## src/rtl/vga_sync_decoder.sv

```systemverilog
// ---------------------------------------------------------------------------
// vga_sync_decoder
//
// Recovers pixel/line counters from active-high hs/vs pulses in the pixel
// clock domain. Every line and frame is measured against the nominal timing.
// The decoder reports lock, the last line and frame lengths, and one-cycle
// error pulses.
//
// Parameters
//   H_TOTAL      pixel clocks per line
//   H_SYNC       hsync pulse width in clocks
//   V_TOTAL      lines per frame
//   V_SYNC       vsync pulse width in lines
//   LOCK_FRAMES  consecutive good frames required for lock (1..7)
//
// Ports
//   clk          pixel clock, rising edge
//   reset_n      asynchronous active-low reset
//   hs, vs       sync inputs (vs only changes at line starts)
//   h_count      recovered pixel index in the line (2-clock lag)
//   v_count      recovered line index in the frame (2-clock lag)
//   locked       timing verified
//   frame_start  one-cycle pulse at line 0, pixel 0
//   err          one-cycle pulse on any timing violation
//   line_len     length of the last completed line
//   frame_lines  line count of the last completed frame
//
// Handshake: there is no flow control. Every output is a plain registered
// level or pulse. It is valid on the cycle after the edge that produced it.
// ---------------------------------------------------------------------------
module vga_sync_decoder #(
    parameter int H_TOTAL     = 800,
    parameter int H_SYNC      = 96,
    parameter int V_TOTAL     = 525,
    parameter int V_SYNC      = 2,
    parameter int LOCK_FRAMES = 2
) (
    input  logic       clk,
    input  logic       reset_n,
    input  logic       hs,
    input  logic       vs,
    output logic [9:0] h_count,
    output logic [9:0] v_count,
    output logic       locked,
    output logic       frame_start,
    output logic       err,
    output logic [9:0] line_len,
    output logic [9:0] frame_lines
);

    localparam logic [10:0] H_TOTAL_L = 11'(H_TOTAL);
    localparam logic [10:0] H_SYNC_L  = 11'(H_SYNC);
    localparam logic [10:0] V_TOTAL_L = 11'(V_TOTAL);
    localparam logic [10:0] V_SYNC_L  = 11'(V_SYNC);
    localparam logic [2:0]  LOCK_L    = 3'(LOCK_FRAMES);
    localparam logic [9:0]  CNT_MAX   = 10'h3FF;
    localparam logic [9:0]  CNT_PRE   = 10'h3FE;

    typedef enum logic [1:0] {
        SEARCH = 2'd0,
        VERIFY = 2'd1,
        LOCKED = 2'd2
    } state_t;

    // FSM state is a plainly named register so checkers can bind to it.
    state_t     state;
    state_t     state_next;
    logic [2:0] good;
    logic [2:0] good_next;

    // Input stage
    logic hs_q;
    logic hs_q_d;
    logic vs_q;
    logic vs_prev;   // vs_q as sampled at the previous hs_rise
    logic vs_pend;   // frame started, first vs-low line not yet seen

    // Event decode
    logic hs_rise;
    logic hs_fall;
    logic fs_det;

    // Measurements, widened by one bit so that 1023 + 1 does not wrap
    logic [10:0] h_len;
    logic [10:0] v_len;

    // Individual checks
    logic chk_en;
    logic len_bad;
    logic frm_bad;
    logic hsw_bad;
    logic vsw_bad;
    logic h_tout;
    logic v_tout;
    logic fail;

    function automatic logic [9:0] sat10(input logic [10:0] x);
        return x[10] ? CNT_MAX : x[9:0];
    endfunction

    // -----------------------------------------------------------------------
    // Event decode and timing checks
    // -----------------------------------------------------------------------
    always_comb begin
        hs_rise = hs_q & ~hs_q_d;
        hs_fall = ~hs_q & hs_q_d;
        fs_det  = hs_rise & vs_q & ~vs_prev;

        h_len = {1'b0, h_count} + 11'd1;
        v_len = {1'b0, v_count} + 11'd1;

        chk_en = (state != SEARCH);

        len_bad = hs_rise && (h_len != H_TOTAL_L);
        frm_bad = fs_det && (v_len != V_TOTAL_L);
        // The counter at the hs_fall detect cycle is one less than the
        // number of clocks hs was high.
        hsw_bad = hs_fall && (h_len != H_SYNC_L);
        // On the first vs-low line start, v_count still indexes the last
        // vsync line. Adding 1 gives the pulse width in lines.
        vsw_bad = hs_rise && !vs_q && vs_pend && (v_len != V_SYNC_L);
        // Timeouts fire on the edge where a counter becomes 1023. Saturation
        // keeps it there, so each fires once until the next resync.
        h_tout  = !hs_rise && (h_count == CNT_PRE);
        v_tout  = hs_rise && !fs_det && (v_count == CNT_PRE);

        fail = chk_en && (len_bad || frm_bad || hsw_bad || vsw_bad ||
                          h_tout || v_tout);
    end

    // -----------------------------------------------------------------------
    // Lock FSM: next state
    // -----------------------------------------------------------------------
    always_comb begin
        state_next = state;
        good_next  = good;
        if (fail) begin
            // An error wins over a coincident frame start.
            state_next = SEARCH;
            good_next  = 3'd0;
        end else if (fs_det) begin
            case (state)
                SEARCH: begin
                    // The first frame start only resynchronises. The frame
                    // it closes was not observed from its beginning.
                    state_next = VERIFY;
                    good_next  = 3'd0;
                end
                VERIFY: begin
                    good_next = good + 3'd1;
                    if (good + 3'd1 >= LOCK_L) begin
                        state_next = LOCKED;
                    end
                end
                LOCKED: begin
                    state_next = LOCKED;
                end
                default: begin
                    state_next = SEARCH;
                    good_next  = 3'd0;
                end
            endcase
        end
    end

    // locked comes straight from the state register. It therefore drops in
    // the same cycle that err is high.
    assign locked = (state == LOCKED);

    // -----------------------------------------------------------------------
    // Registers
    // -----------------------------------------------------------------------
    always_ff @(posedge clk or negedge reset_n) begin
        if (!reset_n) begin
            hs_q        <= 1'b0;
            hs_q_d      <= 1'b0;
            vs_q        <= 1'b0;
            vs_prev     <= 1'b0;
            vs_pend     <= 1'b0;
            h_count     <= 10'd0;
            v_count     <= 10'd0;
            line_len    <= 10'd0;
            frame_lines <= 10'd0;
            frame_start <= 1'b0;
            err         <= 1'b0;
            state       <= SEARCH;
            good        <= 3'd0;
        end else begin
            hs_q   <= hs;
            hs_q_d <= hs_q;
            vs_q   <= vs;

            state       <= state_next;
            good        <= good_next;
            err         <= fail;
            frame_start <= fs_det;

            if (hs_rise) begin
                h_count  <= 10'd0;
                line_len <= sat10(h_len);
                vs_prev  <= vs_q;
                if (fs_det) begin
                    v_count     <= 10'd0;
                    frame_lines <= sat10(v_len);
                    vs_pend     <= 1'b1;
                end else begin
                    if (v_count != CNT_MAX) begin
                        v_count <= v_count + 10'd1;
                    end
                    if (!vs_q) begin
                        vs_pend <= 1'b0;
                    end
                end
            end else if (h_count != CNT_MAX) begin
                h_count <= h_count + 10'd1;
            end
        end
    end

endmodule

```

## config.mk

```make
export PLATFORM = sky130hd
export DESIGN_NAME = vga_sync_decoder
export DESIGN_NICKNAME = d
export VERILOG_FILES = /design/src/rtl/vga_sync_decoder.sv
export SDC_FILE = /design/constraint.sdc
export NUM_CORES = 1
export LEC_CHECK = 0
export ABC_AREA = 1
export CORE_ASPECT_RATIO = 0.7
export CORE_MARGIN = 4
export CORE_UTILIZATION = 45
export CTS_CLUSTER_DIAMETER = 200
export DETAILED_ROUTE_END_ITERATION = 10
export GPL_ROUTABILITY_DRIVEN = 0
export HOLD_SLACK_MARGIN = 0.06
export PLACE_DENSITY_LB_ADDON = 0.12
export SLEW_MARGIN = 40
export SYNTH_ARGS = -nofsm -noshare
export SYNTH_HDL_FRONTEND = slang
export SYNTH_SLANG_ARGS = --single-unit
```

## constraint.sdc

```tcl
create_clock -name clk -period 2.22 [get_ports clk]
set_clock_uncertainty 0.15 [all_clocks]
set_input_delay 0.444 -clock clk [delete_from_list [all_inputs] [get_ports clk]]
set_output_delay 0.444 -clock clk [all_outputs]
set_load 0.02 [all_outputs]
```

==> impl_results.md, run 1 <==
* CP required at 2.31 ns
* Area delta synth->final at 32.4%
* Reg-to-Reg Start: v_count[1]
* Hold WC Path Type: register to register
* Rows at 23
* Post-Syn Nets at 345
* Clock sink count at 52
* Largest net degree at the start of global routing at 33
* Total GRT Usage at 19.3%
* Reg2Reg Setup Slack at 0.11 ns
* First-pass GRT wire length at roughly 11 mm
* Total power at 3.13 mW
* Fill cell count at 505
* Die ar. at roughly 7300 µm²
* Initial Utilization at between 40 and 50%
* Via count at 2367
* Drt first-iter violations at 171
* Status: completed
* DRT antenna net count at 0
* Sequential area share after synthesis at around half
* Unrepaired setup endpoints after global routing: yes
* Clock buffer count from CTS at 5
* Slew margin rel. at 66.0%
* Area of the multi-input gates at 1280 µm²
* Grt total ovfl at 0
* Data arrival, critical path at 2.20 ns
* Final core utilization at 61.8%
* Cells after DPL at 455
* Final hold slack at between 0.2 and 0.3 ns
* Die Y at 72.7 µm
* Clk root buf: clkbuf_8
* H-tree depth at 2
* Clk_lat worst skew at 0.30 ns
* Register area at 1310 µm²
* Hold Startpoint: hs_q
* Crit Path Category: register to register
* Max cap viols at 0
* Drt pass-1 iters at 4
* Share of cells above drive strength 1 at 14.4%
* TritonCTS clock tree: yes
* Worst-Margin Slew at 0.510 ns
* Setup crit start: v_count[1]
* ANT cells at 0
* Drt via density at 5.04
* Initial antenna violation count at 0
* Crit path launch type: register
* Placed cell areas at 3300 µm²
* Nets at 409
* Final Non-Filler Cells at 470
* Mapped Area at 2690 µm²
* Endpoints failing setup at 0
* Max FO, Critical Path at 7
* Fmax at 0.475 GHz
* Syn. warnings at 0
* DRC Markers at 0
* Vias in the first global route at 2188
* Leak at 1.61 nW
* Post-DP HPWL at 4.81 mm
* CP endpoint kind: register
* Design area at 3560 µm²
* Boundary Pins at 47
* Pins over their slew limit at 0
* Seq cells post-synth at 52
* Synth Area per Inst at 8.14 µm²
* Core Area at 5760 µm²
* Fin crit period at 2.11 ns
* Clk buf depth at 2
* Fin crit share at 94.9%
* Die width at 100 µm
* Worst-path clk slew at ~0.09 ns
* Final wirelength at 6.56 mm
* Number of port buffers at 46
* Netlist cell types at 30
* Pwr per Cell Area at just under 900 nW/µm²
* Mapped Cells at 330
* VDD IR max at 657 µV
* Drt wl/cell at 14.0 µm
* Fin. Hold Viols at 0
flip-flops by register name, summed over array words and instances, names as in the netlist:
register and cells:
hs_q 1, frame_lines 10, state 2, frame_start 1, vs_pend 1, h_count 10
line_len 10, good 3, hs_q_d 1, err 1, v_count 10, vs_q 1
vs_prev 1
report_power, final:
part | switching (mW) | total [mW] | internal (mW)
clock network | 0.306 | 0.704 | 0.398
registers | 0.161 | 1.27 | 1.11
logic | 0.614 | 1.15 | 0.536
through the flow:
stage               TNS (ns)  setup slack (ns)
floorplan                  0            0.0953
global placement           0             0.108
detailed placement         0            0.0613
CTS                        0            0.0186
global route          -0.128           -0.0504
finish                     0             0.114
final timing paths:
| check | end | cells past startpoint |
|---|---|---|
| setup / recovery | good[2] | 13 |
| hold / removal | hs_q_d | 0 |
| setup reg to reg | good[2] | 13 |
| hold reg to reg | hs_q_d | 0 |
| max in group asynchronous | v_count[2] | 3 |
| min in group asynchronous | line_len[0] | 2 |
area by class of cell:
class                           count  share of cell area (%)
Timing Repair Buffer               63                    17.1
Tap cell                           75                    2.64
Sequential cell                    52                    36.7
Multi-Input combinational cell    233                    35.9
Inverter                           39                    4.11
Clock buffer                        7                    2.71
Clock inverter                      1                   0.844
per-layer routing:
layer	up-vias	wire, µm	global-route usage [%]
li1	1207	-	-
met1	1093	3560	31.3
met2	60	2560	24.9
met3	7	379	4.97
met4	0	61	5.08
met5	-	0	0
placed cells by master (no fill, tap or decap), drive strengths merged:
master and instances:
nand2 72, nor2 54, dfrtp 52, clkdlybuf4s50 44, inv 37, nand3 35
buf 17, a21oi 15, o21ai 14, ha 11, clkbuf 7, nand4 6
o22ai 6, a31oi 5, nor3 3, o21bai 3, xnor2 2, clkinv 2
and2 2, or2 1, xor2 1, nor4 1, nand3b 1, a211oi 1
bufinv 1, dlygate4sd3 1, dlygate4sd2 1
critical path, cell delays in order (launching register included):
cell	delay, ns
dfrtp_1	0.43
ha_4	0.20
or2_4	0.23
nand2_2	0.08
nand2_1	0.05
nor2_1	0.10
nand3_1	0.12
nor2_1	0.12
nand2_1	0.05
nand2_1	0.06
nand2_2	0.06
o21bai_4	0.20
nand3_1	0.10
nand2_1	0.07
timing repair:
action | in CTS | in global routing
buffers inserted | 0 | 6
setup endpoints to repair | 1 | 6
hold buffers | 1 | 0
gates resized for setup | 1 | 21
pin swaps | 0 | 5
endpoints found under the hold margin | 20 | 0
kinds of logic after synthesis:
group / synth area share (%)
compound gates: 9.64
buf+inv: 6.43
simple gates: 29.4
fa+ha+maj: 5.12
xor+xnor: 0.978
flops: 48.4
synth_stat cells:
cell      instances  area (µm²)
buf_4             1        7.51
nand3_1          30         150
nor4_1            1        6.26
a21oi_1          15        75.1
or2_1             1        6.26
nand3b_1          1        7.51
a211oi_1          1        7.51
nor2_2            4        25.0
ha_1             11         138
nand3_2           5        50.1
o21bai_4          1        18.8
dfrtp_1          52        1300
inv_1            35         131
o21ai_2           1        8.76
o22ai_1           6        37.5
nor2_4            2        22.5
and2_1            2        12.5
clkbuf_1          5        18.8
nor3_1            3        15.0
nand2_1          69         259
nand4_1           6        37.5
a31oi_1           5        31.3
o21bai_1          2        15.0
o21ai_0          13        65.1
nor2_1           48         180
xnor2_1           2        17.5
inv_2             2        7.51
clkinv_1          2        7.51
xor2_1            1        8.76
nand2_2           3        18.8
No activity file was read; power rests on OpenSTA's default activity.
==> run 2: changes to the inputs <==
--- a/config.mk
+++ b/config.mk
@@ -11,7 +11,6 @@
 export CORE_UTILIZATION = 45
 export CTS_CLUSTER_DIAMETER = 200
 export DETAILED_ROUTE_END_ITERATION = 10
-export GPL_ROUTABILITY_DRIVEN = 0
 export HOLD_SLACK_MARGIN = 0.06
 export PLACE_DENSITY_LB_ADDON = 0.12
 export SLEW_MARGIN = 40
==> results of run 2 <==
Same layout as run 1: the final DEF is identical, and so are final timing and power.
